## src/rtl/ps2_kbd_pkg.sv

```systemverilog
// Shared PS/2 keyboard definitions: prefixes, command keys,
// decoder state encoding and the command-key whitelist.
package ps2_kbd_pkg;

  localparam logic [7:0] SC_BREAK = 8'hF0;
  localparam logic [7:0] SC_EXT   = 8'hE0;

  localparam logic [7:0] KEY_F     = 8'h2B;
  localparam logic [7:0] KEY_H     = 8'h33;
  localparam logic [7:0] KEY_T     = 8'h2C;
  localparam logic [7:0] KEY_UP    = 8'h75;
  localparam logic [7:0] KEY_RIGHT = 8'h74;
  localparam logic [7:0] KEY_LEFT  = 8'h6B;
  localparam logic [7:0] KEY_DOWN  = 8'h72;
  localparam logic [7:0] KEY_ESC   = 8'h76;

  typedef enum logic [1:0] {
    S_IDLE    = 2'd0,
    S_BRK     = 2'd1,
    S_EXT     = 2'd2,
    S_EXT_BRK = 2'd3
  } dec_state_t;

  function automatic logic is_cmd_key(input logic [7:0] c);
    return (c == KEY_F)     || (c == KEY_H)    ||
           (c == KEY_T)     || (c == KEY_UP)   ||
           (c == KEY_RIGHT) || (c == KEY_LEFT) ||
           (c == KEY_DOWN)  || (c == KEY_ESC);
  endfunction

endpackage

```

## src/rtl/ps2_key_event_ctrl_key_fifo.sv

```systemverilog
// Show-ahead synchronous FIFO for key events.
// Head reads 0x00 while empty; a push when full needs a same-cycle pop.
module key_fifo #(
  parameter int DEPTH  = 4,
  parameter int ADDR_W = 2
) (
  input  logic              clk,
  input  logic              reset,
  input  logic              push,
  input  logic [7:0]        din,
  input  logic              pop,
  output logic [7:0]        dout,
  output logic              full,
  output logic              empty,
  output logic [ADDR_W:0]   count
);

  localparam logic [ADDR_W:0] FULL_CNT = (ADDR_W+1)'(DEPTH);

  logic [7:0]        mem [DEPTH];
  logic [ADDR_W-1:0] wr_ptr;
  logic [ADDR_W-1:0] rd_ptr;
  logic              pop_eff;
  logic              push_eff;

  assign empty    = (count == '0);
  assign full     = (count == FULL_CNT);
  assign pop_eff  = pop && !empty;
  assign push_eff = push && (!full || pop_eff);
  assign dout     = empty ? 8'h00 : mem[rd_ptr];

  always_ff @(posedge clk) begin
    if (push_eff) mem[wr_ptr] <= din;
  end

  always_ff @(posedge clk) begin
    if (reset) begin
      wr_ptr <= '0;
      rd_ptr <= '0;
      count  <= '0;
    end else begin
      if (push_eff) wr_ptr <= wr_ptr + ADDR_W'(1);
      if (pop_eff)  rd_ptr <= rd_ptr + ADDR_W'(1);
      unique case ({push_eff, pop_eff})
        2'b10:   count <= count + (ADDR_W+1)'(1);
        2'b01:   count <= count - (ADDR_W+1)'(1);
        default: count <= count;
      endcase
    end
  end

endmodule

```

## src/rtl/ps2_key_event_ctrl.sv

```systemverilog
// Scancode decoder keeping command-key releases, queued for the
// processor with a valid/ack handshake and receiver throttling.
module ps2_key_event_ctrl
  import ps2_kbd_pkg::*;
#(
  parameter int DEPTH  = 4,
  parameter int ADDR_W = 2
) (
  input  logic            clk,
  input  logic            reset,
  input  logic            rx_done_tick,
  input  logic [7:0]      rx_data,
  output logic            rx_en,
  input  logic            rd_ack,
  output logic [7:0]      key_code,
  output logic            key_valid,
  output logic [ADDR_W:0] fifo_count,
  output logic            overflow
);

  dec_state_t state;
  logic       is_brk;
  logic       is_ext;
  logic       in_brk;
  logic       push_req;
  logic       pop_req;
  logic       full;
  logic       empty;

  assign is_brk   = (rx_data == SC_BREAK);
  assign is_ext   = (rx_data == SC_EXT);
  assign in_brk   = (state == S_BRK) || (state == S_EXT_BRK);
  assign push_req = rx_done_tick && in_brk && is_cmd_key(rx_data);
  assign pop_req  = rd_ack && !empty;

  always_ff @(posedge clk) begin
    if (reset) begin
      state <= S_IDLE;
    end else if (rx_done_tick) begin
      unique case (state)
        S_IDLE: begin
          unique case (1'b1)
            is_brk:  state <= S_BRK;
            is_ext:  state <= S_EXT;
            default: state <= S_IDLE;
          endcase
        end
        S_EXT: begin
          unique case (1'b1)
            is_brk:  state <= S_EXT_BRK;
            is_ext:  state <= S_EXT;
            default: state <= S_IDLE;
          endcase
        end
        default: begin
          unique case (1'b1)
            is_ext:  state <= S_EXT;
            is_brk:  state <= state;
            default: state <= S_IDLE;
          endcase
        end
      endcase
    end
  end

  // Dropped only when full and no pop frees a slot this cycle
  always_ff @(posedge clk) begin
    if (reset) begin
      overflow <= 1'b0;
    end else if (push_req && full && !pop_req) begin
      overflow <= 1'b1;
    end
  end

  key_fifo #(
    .DEPTH  (DEPTH),
    .ADDR_W (ADDR_W)
  ) u_fifo (
    .clk   (clk),
    .reset (reset),
    .push  (push_req),
    .din   (rx_data),
    .pop   (pop_req),
    .dout  (key_code),
    .full  (full),
    .empty (empty),
    .count (fifo_count)
  );

  assign key_valid = !empty;
  assign rx_en     = !full;

endmodule

```

## config.mk

```make
export PLATFORM = sky130hd
export DESIGN_NAME = ps2_key_event_ctrl
export DESIGN_NICKNAME = d
export VERILOG_FILES = /design/src/rtl/ps2_kbd_pkg.sv /design/src/rtl/ps2_key_event_ctrl_key_fifo.sv /design/src/rtl/ps2_key_event_ctrl.sv
export SDC_FILE = /design/constraint.sdc
export NUM_CORES = 1
export LEC_CHECK = 0
export BUFFER_PORTS_ARGS = -buffer_cell sky130_fd_sc_hd__buf_2
export CORE_ASPECT_RATIO = 1.25
export CORE_MARGIN = 1
export CORE_UTILIZATION = 50
export CTS_BUF_LIST = sky130_fd_sc_hd__clkbuf_4 sky130_fd_sc_hd__clkbuf_8
export DETAILED_ROUTE_END_ITERATION = 8
export GPL_ROUTABILITY_DRIVEN = 0
export GPL_TIMING_DRIVEN = 0
export PLACE_DENSITY = 0.76
export SYNTH_ARGS = -nofsm -noshare
export SYNTH_HDL_FRONTEND = slang
export SYNTH_SLANG_ARGS = --single-unit
```

## constraint.sdc

```tcl
create_clock -name clk -period 2.15 [get_ports clk]
set_input_delay 0.1075 -clock clk [delete_from_list [all_inputs] [get_ports clk]]
set_output_delay 0.1075 -clock clk [all_outputs]
set_load 0.02 [all_outputs]
```

==> impl_results.md, run 1 <==
- LEAKAGE: ~0.00078 uW
- Wire per inst: 15.6 um
- Critical Path Source: u_fifo.count[2]$_SDFFE_PP0P_
- FF+latch count, synth: 43
- Root buf cell: clkbuf_8
- FP Rows: 24
- Post-Syn Area: between 1500 and 2000 sq um
- Post-synthesis instance total: 133
- Clk_lat worst skew: between 0.2 and 0.3 ns
- Synth Area per Inst: 14.4 sq um
- Fin crit period: 1.99 ns
- Nets: 181
- CP Buf/Inv Count: 0
- Die H: roughly 70 um
- Reg2reg start: u_fifo.count[2]$_SDFFE_PP0P_
- Post-synth EDFFs: 32
- Via count: 1132
- Synth unique cells: 32
- Switching power total: around 340 uW
- Comb power frac: a little under a tenth
- DRT iter0 DRCs: 27
- CTS H-tree lvls: 2
- Core area: 3570 sq um
- Run status: complete, but fails checks
- Slew of the pin with the lowest slew margin: 0.545 ns
- Pwr/cell area: 701 nW/um^2
- Failing checks: design-rule violations
- Worst Path Max Fanout: 8
- Die Span X: around 57 um
- Utilization after layout: 61.2%
- Multi-input logic area: about 700 sq um
- Final ANT Viol Nets: 0
- Register area share after synthesis: between 60% and 70%
- Setup violators final: 0
- Slew headroom: between 60 and 70%
- Crit path DAT: 2.20 ns
- Total power: around 1500 uW
- DIE AREA: ~4100 sq um
- Largest net degree at the start of global routing: 14
- IO Count: 26
- CTS tree: done
- Synth warn: 0
- DP HPWL: around 2300 um
- Worst path cell trace: or3_1, nand2_1, nor2_1, fa_2, nor4b_2, mux2i_1, a31oi_1
- GRT Residual Overflow: 0
- Final Hold Vio Count: 0
- Internal: ~1200 uW
- Maximum vdd drop: slightly below 0.5 mV
- Area contributors post-synth: edfxtp_1 50%, dfxtp_1 11%, mux4_2 9.4%
- Primary FF master, synth: edfxtp_1
- Post-CTS setup buffer count: 0
- Min-Delay Path Class: in -> reg
- Buffer levels on the longest clock path: 2
- Mapped Nets: 150
- Final WL: approximately 3200 um
- CP max-delay cell: or3_1
- Post-synth top area share: between 50% and 60%
- FF/Latch Area: 1180 sq um
- Sequential share of power: approximately three fifths
- Layout cells sized above 1: between 20% and 30%
- Commonest cells post-synth: 32 x edfxtp_1, 12 x and2_1, 11 x dfxtp_1
- Drt first pass iters: 6
- CP top delay family: simple AND/OR/NAND/NOR gates
- Proportion of power drawn by the clock network: 32.2%
- RSZ-0062 raised after global routing: false
- Post-DR vias/cell: 5.55
- Critical Path RT: ~2.4 ns
- Hold path startpoint: rx_data[5]
- Final Skew: 0.00654 ns
- Clock transition at path regs: around 0.08 ns
- Count leader, synth: edfxtp_1
- IO Port Bufs: 24
- Worst Setup Start Kind: flop
- First-pass GRT wire length: about 5400 um
- Vias in the first global route: 1191
- Period utilization: roughly 93%
- Num CTS Buffers: 5
- MaxCap Viol Count: 0
- Yosys top cell by area: edfxtp_1
- Final antenna diode count: 0
- Max Slew Vio Count: 0
- Achievable Freq: 503 MHz
- CP Capture Type: flop
- Sw frac: between 20% and 30%
- Critical path's largest stage delay: 0.41 ns
- Setup_tns: 0 ns
- Initial antenna violation count: 0
- Clock sink count: 43
- Layout area overhead: 13.9%
- Fillers: roughly 290
- Hold Buf Count CTS: 0
- GRT Overall Usage: a little under a fifth
- Initial Util: a little over half
- Kind of critical path: reg -> reg
- DRC violations left: 2
- Post-synth ARST share: 0%
[layer usage]
layer,GRT usage (%),wire length (um)
met1,21.0,1400
met2,31.8,1620
met3,3.61,122
met4,8.94,51
met5,0,0
[worst paths after layout]
path / slack [ns] / to / cells past startpoint
min reg2reg: 0.47 / overflow$_SDFFE_PP0P_ / 2
min: 0.07 / u_fifo.mem[2][5]$_DFFE_PP_ / 1
max: 0.16 / u_fifo.count[2]$_SDFFE_PP0P_ / 7
max reg2reg: 0.16 / u_fifo.count[2]$_SDFFE_PP0P_ / 7
[cell families after synthesis]
group,after synthesis,share of synthesized area [%]
compound gates,10,3.91
xor+xnor,4,1.82
fa+ha+maj,5,3.65
buf+inv,9,1.82
flops,43,61.5
mux,14,13.1
simple gates,48,14.2
[flip-flops by register name (all words and copies together) (netlist names), named ones only]
signal / count
overflow: 1
state: 1
u_fifo.count: 3
u_fifo.mem: 32
u_fifo.rd_ptr: 2
u_fifo.wr_ptr: 2
[per-stage QoR]
| step | cells | cell area [sq um] | setup slack (ns) | hold slack [ns] |
|---|---|---|---|---|
| after floorplan | 133 | 1920 | 0.190 | 0.206 |
| after global placement | 196 | 2090 | 0.0748 | 0.353 |
| after detailed placement | 196 | 2090 | -0.117 | 0.364 |
| after CTS | 204 | 2180 | 0.00799 | 0.0642 |
| after global routing | 204 | 2190 | 0.0378 | 0.0694 |
| final | 204 | 2190 | 0.161 | 0.0704 |
[final cells by class]
class                      instances  area share, %
clock inverter                     2          0.572
buffer                             5          0.915
tap                               39           2.23
multi-input combinational         81           32.6
timing repair buffer              24           5.49
sequential                        43           54.0
inverter                           4          0.686
clock buffer                       6           3.49
[power by group through the flow]
stage / clock (uW) / sequential, uW / combinational, uW
CTS: 508 / 900 / 141
detailed placement: 0 / 919 / 140
global route: 534 / 901 / 154
global placement: 0 / 918 / 135
floorplan: 0 / 921 / 87.1
finish: 493 / 900 / 140
[cell usage in the layout, fill, tap and decap left out, drive strengths merged]
cell and instances:
edfxtp 32, buf 25, and2 12, dfxtp 11, nor2 11, clkbuf 10, nand2 9, mux4 8
inv 4, ha 4, nor2b 3, xor2 3, nand2b 3, nand3 3, mux2i 3, o21ai 3
mux2 3, a31oi 3, nor3 2, a21oi 2, nor4b 2, or3 1, o2bb2ai 1, nand4bb 1
o21a 1, nor3b 1, xnor2 1, fa 1, clkinvlp 1, clkinv 1
[what timing repair did]
item | in CTS | in global routing
hold endpoints to repair | 0 | 0
resized for setup | 0 | 2
setup endpoints to repair | 0 | 1
No activity file was read; power rests on OpenSTA's default activity.
==> run 2: changes to the inputs <==
- CELL_PAD_IN_SITES_DETAIL_PLACEMENT: unset -> 0
- CELL_PAD_IN_SITES_GLOBAL_PLACEMENT: unset -> 1
- PLACE_DENSITY: 0.76 -> 0.88
- clock period: 2.15 -> 2.3 ns (I/O delays scaled with it)
==> run 2 against run 1 <==
Combinational power is 7% lower. First-iteration DRC count is 22% lower. Cell area is 0.40% lower. The flow still finishes with violations (design-rule violations). Largest cell class unchanged. Highest routed layer unchanged. Total power is 6.2% lower. Critical path type unchanged. Critical path depth stayed put.
==> impl_results.md, run 2 (synthesis gave the netlist of run 1 again) <==
- Run status: complete, but fails checks
- Failing checks: design-rule violations
- Initial Util: 53.7% (unchanged)
- WHS Path Cells: 1 (unchanged)
- Achievable Freq: 488 MHz (-2.9%)
- Critical path depth in cells: 7 (unchanged)
- Final ANT Viol Nets: 0 (unchanged)
- Pwr/cell area: 660 nW/um^2 (-5.8%)
- R2R Path End: u_fifo.count[2]$_SDFFE_PP0P_
- Die Span X: 57.4 um (unchanged)
- Die H: 71.3 um (unchanged)
- First-pass GRT wire length: 5400 um (-0.52%)
- CP top delay family: simple AND/OR/NAND/NOR gates
- FP Rows: 24 (unchanged)
- Nets: 181 (unchanged)
- Maximum vdd drop: 0.538 mV (+11%)
- Post-DP Area: 2090 sq um (unchanged)
- CTS tree: done
- Slew of the pin with the lowest slew margin: 0.474 ns (-0.0705 ns)
- Critical path's largest stage delay: 0.43 ns (+0.02 ns)
- Crit path DAT: 2.27 ns (+0.07 ns)
- Hold Buf Count CTS: 0 (unchanged)
- Biggest register: u_fifo.mem
- IO Port Bufs: 24 (unchanged)
- R2R setup slack: 0.25 ns (+0.09 ns)
- Layout area overhead: 13.4%
- Slew headroom: 68.4% (+4.7 points)
- Cell area after layout: 2180 sq um (-0.40%)
- Min-Delay Path Class: in -> reg
- LEAKAGE: 0.000785 uW (about the same)
- CTS H-tree lvls: 2 (unchanged)
- DRT iter0 DRCs: 21 (-22%)
- Clock transition at path regs: 0.08 ns (about the same)
- Root buf cell: clkbuf_8
- Final Skew: 0.00826 ns (+0.00171 ns)
- Critical Path RT: 2.52 ns (+0.16 ns)
- Buffer levels on the longest clock path: 2 (unchanged)
- Setup_tns: 0 ns (unchanged)
- Worst Path Max Fanout: 8 (unchanged)
- Worst hold slack: 0.0884 ns (+0.0180 ns)
- DRC violations left: 2 (unchanged)
- MaxCap Viol Count: 0 (unchanged)
- Drt first pass iters: 6 (unchanged)
- Max Slew Vio Count: 0 (unchanged)
- Vias in the first global route: 1225 (+2.9%)
- Reg2Reg Depth: 7 (unchanged)
- Clock sink count: 43 (unchanged)
- GRT Overall Usage: 17.7% (-0.40 points)
- Initial antenna violation count: 0 (unchanged)
- Worst path cell trace: or3_1, nand2_1, nor2_1, fa_1, nor4b_1, mux2i_1, a31oi_1
- Clk_lat worst skew: 0.29 ns (about the same)
- CP max-delay cell: fa_1
- Fin crit period: 2.05 ns (+0.0584 ns)
- Largest net degree at the start of global routing: 14 (unchanged)
- Final antenna diode count: 0 (unchanged)
- Final Hold Vio Count: 0 (unchanged)
- Max reg flops: 32 (unchanged)
- RSZ-0062 raised after global routing: false
- Via count: 1128 (-0.35%)
- Num CTS Buffers: 5 (unchanged)
- Most frequent cells in the layout: 32 x edfxtp_1, 25 x buf_2, 12 x and2_1, 11 x dfxtp_1, 10 x nor2_1
- Layout cells sized above 1: 28.5% (-1.2 points)
- IO Count: 26 (unchanged)
- Final WL: 3140 um (-1.5%)
- Worst Setup Start Kind: flop
- Setup violators final: 0 (unchanged)
- Most common cell after layout, fill and taps aside: edfxtp_1
- CP Buf/Inv Count: 0 (unchanged)
- Wire per inst: 15.4 um (-1.5%)
- GRT Residual Overflow: 0 (unchanged)
- Core area: 3570 sq um (unchanged)
- Critical Path Source: u_fifo.count[2]$_SDFFE_PP0P_
- Post-DR vias/cell: 5.53 (-0.35%)
- Post-CTS setup buffer count: 0 (unchanged)
- Reg2reg start: u_fifo.count[2]$_SDFFE_PP0P_
- DIE AREA: 4090 sq um (unchanged)
- CP Capture Type: flop
- Largest registers: u_fifo.mem (32), u_fifo.count (3)
- DP HPWL: 2290 um (-0.57%)
- Post_cts resized: 0 (unchanged)
- Critical path endpoint: u_fifo.count[2]$_SDFFE_PP0P_
- Kind of critical path: reg -> reg
- Period utilization: 89.0% (-3.5 points)
- Fillers: 275 (-4.5%)
## run 2: cell count changes in the layout (fill, tap and decap cells not counted)
cell	before	now
nor4b_2	1	0
fa_2	1	0
nor4b_1	1	2
fa_1	0	1
## run 2: where the power goes
| group | leakage [uW] | internal [uW] | switching (uW) |
|---|---|---|---|
| Clock | 0.0000446 | 224 | 243 |
| Combinational | 0.000364 | 52.4 | 77.4 |
| Sequential | 0.000376 | 836 | 5.46 |
## run 2: worst min-delay path by stage
stage,from,to,slack (ns)
after floorplan,rx_data[0],u_fifo.mem[0][0]$_DFFE_PP_,0.21
after global placement,rx_data[0],u_fifo.mem[2][0]$_DFFE_PP_,0.38
after detailed placement,rx_data[5],u_fifo.mem[0][5]$_DFFE_PP_,0.38
after CTS,rx_data[5],u_fifo.mem[0][5]$_DFFE_PP_,0.08
after global routing,rx_data[5],u_fifo.mem[0][5]$_DFFE_PP_,0.08
final,rx_data[5],u_fifo.mem[0][5]$_DFFE_PP_,0.09
## run 2: area by class of cell
| type | instances | area, sq um | share of cell area (%) |
|---|---|---|---|
| timing repair buffer | 24 | 120 | 5.51 |
| multi-input combinational | 81 | 704 | 32.3 |
| sequential | 43 | 1180 | 54.2 |
| tap | 39 | 48.8 | 2.24 |
| inverter | 4 | 15.0 | 0.689 |
| buffer | 5 | 20.0 | 0.919 |
| clock buffer | 6 | 76.3 | 3.50 |
| clock inverter | 2 | 12.5 | 0.574 |
## run 2: layer usage
layer	vias to the layer above	GRT usage, %	share of wire [%]
met5	-	0	0
met4	0	5.69	0.80
met3	4	4.87	4.5
met2	33	31.1	52
met1	545	21.0	43
li1	546	-	-
## run 2: metrics by stage
step	instances	utilization (%)	total power (uW)	worst slack (ns)
2_1_floorplan	133	-	943	0.340
3_3_place_gp	196	58.5	985	0.208
3_5_place_dp	196	58.5	989	0.109
4_1_cts	204	61.0	1450	0.233
5_1_grt	204	61.0	1500	0.0454
6_report	204	61.0	1440	0.253
==> run 3: changes to the inputs <==
- CORE_UTILIZATION: 50 -> 25
- GPL_ROUTABILITY_DRIVEN: 0 -> unset
- PLACE_DENSITY: 0.88 -> 0.52
==> run 3 against run 2 <==
The run now ends clean. Worst setup slack got worse by 0.0079 ns. Clock power decreased by 4%. Register-to-register slack is essentially flat. Core utilization down 31 points. Count of clock-buffer cells in the layout fell by 1. First-iteration DRC count grew 86%. Largest cell class unchanged. Largest power group unchanged.
==> impl_results.md, run 3 (synthesis gave the netlist of run 1 again) <==
- Run status: finished, final reports clean
- Clock sink count: 43 (unchanged)
- FP Rows: 35 (+46%)
- Slew of the pin with the lowest slew margin: 0.546 ns (+0.0724 ns)
- Largest net degree at the start of global routing: 14 (unchanged)
- DRC violations left: 0 (-2)
- IO Port Bufs: 24 (unchanged)
- Fin crit period: 2.06 ns (+0.00787 ns)
- Drt first pass iters: 3 (-3)
- GRT Residual Overflow: 0 (unchanged)
- Pwr/cell area: 636 nW/um^2 (-3.7%)
- Wire per inst: 14.8 um (-3.6%)
- Die Span X: 80.4 um (+40%)
- Final Skew: 0.00697 ns (-0.00128 ns)
- Worst path cell trace: or3_1, nand2_1, nor2_1, fa_1, nor4b_1, mux2i_1, a31oi_1
- Post-route insts no fill: 257 (+26%)
- Hold Buf Count CTS: 0 (unchanged)
- First-pass GRT wire length: 6070 um (+12%)
- MaxCap Viol Count: 0 (unchanged)
- Final Hold Vio Count: 0 (unchanged)
- Placed Cells: 249 (+27%)
- Root buf cell: clkbuf_8
- Slew headroom: 63.6% (-4.8 points)
- IO Count: 26 (unchanged)
- Final ANT Viol Nets: 0 (unchanged)
- CP Capture Type: flop
- CP max-delay cell: fa_1
- Worst Path Max Fanout: 8 (unchanged)
- Vias in the first global route: 1236 (+0.90%)
- GRT Overall Usage: 10.5% (-7.3 points)
- GP Congestion: between 0.7 and 0.8
- Nets: 181 (unchanged)
- Initial Util: 26.0% (-28 points)
- Biggest register: u_fifo.mem
- DP HPWL: 2700 um (+18%)
- Final antenna diode count: 0 (unchanged)
- Min-Delay Path Class: in -> reg
- Layout area overhead: 16.6%
- Initial antenna violation count: 0 (unchanged)
- Critical path's largest stage delay: 0.43 ns (about the same)
- Clock transition at path regs: 0.07 ns (about the same)
- Setup_tns: 0 ns (unchanged)
- DIE AREA: 8040 sq um (+96%)
- Die H: 100 um (+40%)
- Worst Setup Start Kind: flop
- LEAKAGE: 0.000779 uW (-0.69%)
- Max reg flops: 32 (unchanged)
- Post_cts resized: 0 (unchanged)
- DRT iter0 DRCs: 39 (+86%)
- Post-CTS setup buffer count: 0 (unchanged)
- Max Slew Vio Count: 0 (unchanged)
- Total power: 1420 uW (-1.0%)
- Largest registers: u_fifo.mem (32), u_fifo.count (3)
- Maximum vdd drop: 0.229 mV (-57%)
- CP Buf/Inv Count: 0 (unchanged)
- Most common cell after layout, fill and taps aside: edfxtp_1
- Clk_lat worst skew: 0.29 ns (about the same)
- Layout cells sized above 1: 27.3% (-1.2 points)
- Num CTS Buffers: 5 (unchanged)
- RSZ-0062 raised after global routing: false
- Core area: 7400 sq um (+110%)
- Final WL: 3820 um (+21%)
- CTS tree: done
- Buffer levels on the longest clock path: 2 (unchanged)
- CP top delay family: simple AND/OR/NAND/NOR gates
- Period utilization: 89.3% (+0.34 points)
- Critical Path RT: 2.51 ns (about the same)
- Most frequent cells in the layout: 32 x edfxtp_1, 25 x buf_2, 12 x and2_1, 11 x dfxtp_1, 10 x nor2_1
- CTS H-tree lvls: 2 (unchanged)
- Post-DR vias/cell: 4.46 (-19%)
- Achievable Freq: 487 MHz (-0.38%)
- Kind of critical path: reg -> reg
- Crit path DAT: 2.27 ns (about the same)
- Via count: 1146 (+1.6%)
- Setup violators final: 0 (unchanged)
==> run 3: cell count changes in the layout (fill, tap and decap cells not counted), sizes merged <==
cell,before,now
clkbuf,10,9
clkinv,1,2
==> run 3: final timing paths <==
path	start	endpoint	slack [ns]	cells past startpoint
setup / recovery	u_fifo.count[2]$_SDFFE_PP0P_	u_fifo.count[2]$_SDFFE_PP0P_	0.24	7
hold / removal	rx_data[0]	u_fifo.mem[1][0]$_DFFE_PP_	0.09	1
setup reg to reg	u_fifo.count[2]$_SDFFE_PP0P_	u_fifo.count[2]$_SDFFE_PP0P_	0.24	7
hold reg to reg	state[0]$_SDFFE_PP0P_	state[0]$_SDFFE_PP0P_	0.46	2
==> run 3: report_power, final <==
group	switching, uW	internal [uW]
sequential	5.27	836
combinational	80.8	52.5
clock	243	206
total	329	1090
==> run 3: stage by stage <==
stage	utilization (%)	instance area [sq um]	worst slack [ns]	hold slack [ns]
floorplan	-	1920	0.340	0.214
global placement	29.1	2160	0.171	0.380
detailed placement	29.1	2160	0.0700	0.389
CTS	30.3	2240	0.237	0.0803
global route	30.3	2240	0.119	0.0822
finish	30.3	2240	0.245	0.0870
==> run 3: worst register-to-register path, delay by kind of cell (launching register included) <==
kind                       cells  cell delay [ns]
and+or+nand+nor                4             0.92
AOI/OAI and AO/OA              1             0.13
DFF                            1             0.38
muxes                          1             0.11
adders and majority gates      1             0.43
==> run 3: area by class of cell <==
type | count | area [sq um]
Fill cell | 751 | 5160
Sequential cell | 43 | 1180
Multi-Input combinational cell | 81 | 704
Timing Repair Buffer | 24 | 120
Tap cell | 92 | 115
Clock buffer | 5 | 68.8
Buffer | 5 | 20.0
Clock inverter | 3 | 15.0
Inverter | 4 | 15.0
==> run 3: metal layers <==
metal  track usage, %  vias to the layer above  wire length (um)  share of wire (%)
met5                0                        -                 0                  0
met4             5.49                        0               103                2.7
met3             2.91                       10               210                5.5
met2             18.3                       31              1920                 50
met1             11.4                      556              1580                 41
li1                 -                      549                 -                  -
